**config.mk**
```make
export PLATFORM = sky130hd
export DESIGN_NAME = fpu_result_queue
export DESIGN_NICKNAME = d
export VERILOG_FILES = /design/src/rtl/fpu_result_queue.sv
export SDC_FILE = /design/constraint.sdc
export NUM_CORES = 1
export LEC_CHECK = 0
export BUFFER_PORTS_ARGS = -buffer_cell sky130_fd_sc_hd__buf_2
export CAP_MARGIN = 20
export CORE_MARGIN = 5
export CORE_UTILIZATION = 50
export DETAILED_ROUTE_END_ITERATION = 16
export PLACE_DENSITY = 0.83
export SLEW_MARGIN = 20
export SYNTH_ARGS = -nofsm -noshare
export SYNTH_HDL_FRONTEND = slang
export SYNTH_SLANG_ARGS = --single-unit
```
**constraint.sdc**
```tcl
create_clock -name CLK -period 1.9 [get_ports CLK]
set_input_delay 0.38 -clock CLK [delete_from_list [all_inputs] [get_ports CLK]]
set_output_delay 0.38 -clock CLK [all_outputs]
set_load 0.02 [all_outputs]
```
**src/rtl/fpu_result_queue.sv**
```systemverilog
// -----------------------------------------------------------------------------
// fpu_result_queue
//
// Result FIFO sitting directly downstream of the FPU. Each completed FP result
// (data plus destination register) is captured on the FPU's one-cycle push
// pulse. Results are drained in order into the register-file write port on
// cycles the integer writeback path leaves free. The block also produces
// back-pressure for the FPU issue logic and pending-write flags for hazard
// detection on the two decode-stage read ports.
//
// Ports:
//   CLK         system clock, rising-edge active
//   Reset       asynchronous active-low reset; all entries are discarded
//   PushIn      one-cycle pulse: FPU result valid this cycle
//   PushData    FPU result data
//   PushWA3     FPU destination register address
//   WBFree      register-file write port is free this cycle
//   RA1, RA2    decode-stage source register addresses
//   WE3         register-file write enable (head entry drains this cycle)
//   WD3, FWA3   head entry data / destination address
//   Full        Count == DEPTH
//   AlmostFull  Count >= DEPTH-1; FPU Start must be held off while high
//   Empty       Count == 0
//   Count       number of occupied entries
//   Pending1/2  a queued or incoming result targets RA1 / RA2
//   Overflow    sticky: a push arrived while full with no pop and was dropped
// -----------------------------------------------------------------------------
module fpu_result_queue #(
  parameter int DEPTH  = 4,
  parameter int DATA_W = 32,
  parameter int ADDR_W = 4
) (
  input  logic                     CLK,
  input  logic                     Reset,
  input  logic                     PushIn,
  input  logic [DATA_W-1:0]        PushData,
  input  logic [ADDR_W-1:0]        PushWA3,
  input  logic                     WBFree,
  input  logic [ADDR_W-1:0]        RA1,
  input  logic [ADDR_W-1:0]        RA2,
  output logic                     WE3,
  output logic [DATA_W-1:0]        WD3,
  output logic [ADDR_W-1:0]        FWA3,
  output logic                     Full,
  output logic                     AlmostFull,
  output logic                     Empty,
  output logic [$clog2(DEPTH):0]   Count,
  output logic                     Pending1,
  output logic                     Pending2,
  output logic                     Overflow
);

  localparam int PTR_W = $clog2(DEPTH);
  localparam int CNT_W = PTR_W + 1;

  logic [DATA_W-1:0] mem_data [DEPTH];
  logic [ADDR_W-1:0] mem_wa   [DEPTH];

  logic [PTR_W-1:0]  rp;
  logic [PTR_W-1:0]  wp;
  logic [CNT_W-1:0]  count_q;
  logic              overflow_q;

  logic              pop;
  logic              push;

  // Distance of each slot from the head; a slot is live when that distance is
  // below the occupancy count. Pointer arithmetic wraps naturally because
  // DEPTH is a power of two.
  logic [PTR_W-1:0]  offset [DEPTH];
  logic [DEPTH-1:0]  occupied;

  // Status flags come only from the registered count, never from PushIn.
  assign Empty      = (count_q == '0);
  assign Full       = (count_q == CNT_W'(DEPTH));
  assign AlmostFull = (count_q >= CNT_W'(DEPTH - 1));
  assign Count      = count_q;
  assign Overflow   = overflow_q;

  assign WE3  = ~Empty & WBFree;
  assign pop  = WE3;
  // A full queue still accepts a push when the head leaves in the same cycle.
  assign push = PushIn & (~Full | pop);

  // No fall-through: the head is always a stored entry.
  assign WD3  = mem_data[rp];
  assign FWA3 = mem_wa[rp];

  always_ff @(posedge CLK or negedge Reset) begin
    // NOTE: sequential state uses non-blocking assignments so every register
    // samples the pre-edge values regardless of statement order.
    if (!Reset) begin
      rp         <= '0;
      wp         <= '0;
      count_q    <= '0;
      overflow_q <= 1'b0;
    end else begin
      if (pop)  rp <= rp + PTR_W'(1);
      if (push) wp <= wp + PTR_W'(1);

      unique case ({push, pop})
        2'b10:   count_q <= count_q + CNT_W'(1);
        2'b01:   count_q <= count_q - CNT_W'(1);
        default: count_q <= count_q;
      endcase

      if (PushIn && !push) overflow_q <= 1'b1;
    end
  end

  // NOTE: the storage array has no reset; only slots between RP and WP are
  // ever observed as valid, so clearing it would cost flops for no benefit.
  always_ff @(posedge CLK) begin
    if (push) begin
      mem_data[wp] <= PushData;
      mem_wa[wp]   <= PushWA3;
    end
  end

  always_comb begin
    // NOTE: every combinational output gets a default before the loop so no
    // path leaves it unassigned and no latch is inferred.
    occupied = '0;
    for (int i = 0; i < DEPTH; i++) begin
      offset[i]   = PTR_W'(i) - rp;
      occupied[i] = ({1'b0, offset[i]} < count_q);
    end
  end

  // An entry popped this cycle still counts: the register file is written at
  // the edge, so a same-cycle read of that register would still be stale.
  always_comb begin
    Pending1 = PushIn & (PushWA3 == RA1);
    Pending2 = PushIn & (PushWA3 == RA2);
    for (int i = 0; i < DEPTH; i++) begin
      if (occupied[i] && (mem_wa[i] == RA1)) Pending1 = 1'b1;
      if (occupied[i] && (mem_wa[i] == RA2)) Pending2 = 1'b1;
    end
  end

endmodule
```
==> run metrics <==
DP Wirelength=8250 µm; CP startpoint kind=flip-flop; GPL Wtd Cong=0.866; Area contributors post-synth=edfxtp_1 (68%), mux4_2 (13%), xor2_1 (5.6%), dfrtp_1 (3.1%), ha_1 (1.6%); Hold Path Origin=PushData[3]; initial DRC count=276; Yosys warnings=0; DIE HEIGHT=123 µm; Seq cells post-synth=152; Setup crit end kind=primary output; # port buffers=93; Worst Skew=9.26 ps; Seq pwr share=0.334; Longest Clk Path Bufs=2; Initial Utilization=0.509; first-pass GRT wire length=20,200 µm; Crit path required time=1520 ps; Synth async-reset ratio=0.0526; clock network fraction of total power=0.248; Area Growth Syn to Fin=29.9%; Mapped Cells=330; Rows=41; Clock Pin Slew Worst Setup and Hold Paths=60 ps; core area=12,600 µm²; Slew Viols, Final=0; worst skew pair latency=420 ps; die area=15,200 µm²; sequential share of the synthesized area=0.707; overall global routing resource usage=0.183; Sw Ratio=0.321; Die W=123 µm; worst slew pin tran=333 ps; Post-Syn Area=6400 µm²; r2r startpoint=Count[0]$_DFFE_PN0P_; failing checks=setup timing; IO Count=94; CTS tree=built; largest net degree at the start of global routing=23; peak supply drop=1040 µV; internal power=9570 µW; Comb power frac=0.418; critical-path maximum fanout=10; worst r2r path cells=9; CTS Sinks=152; post-layout net count=512; P per Cell Area=1690 nW/µm²; Ant. Diodes=0; Post-synth EDFFs=144; vias in the first global route=3,651; Worst Path Arrival=1870 ps; Period minus WS final=2250 ps; Distinct cells, synth=41; Hold Path Sink=mem_data[2][3]$_DFFE_PP_; worst setup margin=-352 ps; largest area contributor in the netlist=edfxtp_1; CTS buffer count=17; Routed WL=13,000 µm; Syn Area/Cell=19.4 µm²; CTS root buffer=clkbuf_16; number of vias in the routed layout=3,451; Slew Limit Headroom=0.776; Net Sw Power=4520 µW; Clock H-tree levels=4; status=finished with violations; initial antenna violation count=1; First-pass DRT Iterations=4; drt wl/cell=20.3 µm; dominant synthesized flop cell=edfxtp_1; Final Cycle Share=1.19; r2r endpoint=Count[2]$_DFFE_PN0P_; Lkg Pwr=0.00304 µW; final hold vios=0; DRC viols=0; r2r setup slk=60 ps; total grt overflow=0; classification of the worst setup path=reg2out; TNS Setup=-11,240 ps; RSZ-0062 raised after global routing=true; max cap viols=0; upper clock frequency limit=444 MHz; Place WS=-39.0 ps; drt via density=5.39; Routed Antenna Nets=0; share of layout cells above drive strength 1=0.470; # setup viols final=38; Hold Path Class=in2reg; syn nets=387; post-synth top area share=0.675; hold path cells=1
stage by stage:
step	instances	hold slack (ps)	power, µW	instance area [µm²]	utilization
2_1_floorplan	330	84.4	7830	6420	-
3_3_place_gp	599	235	9460	7290	0.580
3_5_place_dp	599	241	9550	7290	0.580
4_1_cts	637	157	13900	8200	0.653
5_1_grt	640	160	14800	8320	0.662
6_report	640	178	14100	8320	0.662
sequential cells by signal, indices dropped and copies added, names as in the netlist:
register  count
Count         3
Overflow      1
mem_data    128
mem_wa       16
rp            2
wp            2
worst max-delay path: stages (launching register included):
cell and delay, ps:
dfrtp_2 430, buf_6 160, buf_12 160, mux4_2 530
buf_2 180
worst max path at each step:
stage | start | to | slack, ps | depth (start not counted)
3_5_place_dp | Count[1]$_DFFE_PN0P_ | Pending1 | -40 | 7
4_1_cts | rp[1]$_DFFE_PN0P_ | Pending1 | -390 | 7
2_1_floorplan | Count[0]$_DFFE_PN0P_ | Count[2]$_DFFE_PN0P_ | -130 | 9
5_1_grt | rp[1]$_DFFE_PN0P_ | Pending1 | -470 | 7
6_report | rp[0]$_DFFE_PN0P_ | WD3[0] | -350 | 4
3_3_place_gp | RA2[1] | Pending2 | -2 | 6
layout by cell type, fill, tap and decap left out, drive strengths merged, types with 2 or more instances in the layout:
cell      count
o21ai         7
nand2         3
clkinv        7
inv          12
o21bai        2
a22oi         2
edfxtp      144
and2          5
a21oi         5
buf         126
dfrtp         8
clkbuf       17
nand4         2
ha            8
xnor2         5
o31ai         2
nor4          8
xor2         41
bufinv        4
nor2b         2
mux4         36
nor2          3
clkinvlp      2
nand3         2
nor3          3
final cells by class:
class	count	area, µm²
clock buffer	17	425
clock inverter	15	201
fill	854	4250
inverter	10	37.5
multi-input combinational	147	1780
sequential	152	4530
tap	172	215
timing repair buffer	127	1130
Yosys cell counts (all sizes together), types with 2 or more instances:
library cell,count
edfxtp,144
xor2,41
mux4,36
buf,20
inv,10
dfrtp,8
ha,8
nor4,8
o21ai,7
a21oi,5
and2,5
xnor2,5
nand2,3
nor2,3
nor3,3
a22oi,2
nand3,2
nand4,2
nor2b,2
o21bai,2
o31ai,2
routing by layer:
| layer | global-route usage | part of all wire | routed length [µm] | vias to the layer above |
|---|---|---|---|---|
| li1 | - | - | - | 1546 |
| met3 | 0.0540 | 0.063 | 824 | 18 |
| met2 | 0.298 | 0.51 | 6640 | 109 |
| met1 | 0.232 | 0.41 | 5310 | 1776 |
| met4 | 0.0699 | 0.015 | 198 | 2 |
| met5 | 0 | 0.00054 | 7 | - |
cell families after synthesis:
family          Yosys count  share of synthesized area
buf+inv                  31                     0.0274
flops                   152                      0.707
simple gates             31                     0.0303
compound gates           24                     0.0250
fa+ha+maj                 9                     0.0188
xor+xnor                 46                     0.0629
mux                      37                      0.129
power groups by stage:
| stage | clock network, µW | registers [µW] | logic, µW |
|---|---|---|---|
| final | 3500 | 4700 | 5890 |
| after global routing | 3720 | 4760 | 6310 |
| after CTS | 3560 | 4710 | 5640 |
| after detailed placement | 0 | 4760 | 4790 |
| after global placement | 0 | 4710 | 4750 |
| after floorplan | 0 | 4720 | 3110 |
timing repair:
item,4_1_cts,5_1_grt
setup endpoints to repair,38,42
setup buffers,4,3
hold endpoints to repair,8,0
gates resized for setup,64,29
hold buffers,1,0
pin swaps,5,4
cloned,1,0
No activity file was read; power rests on OpenSTA's default activity.
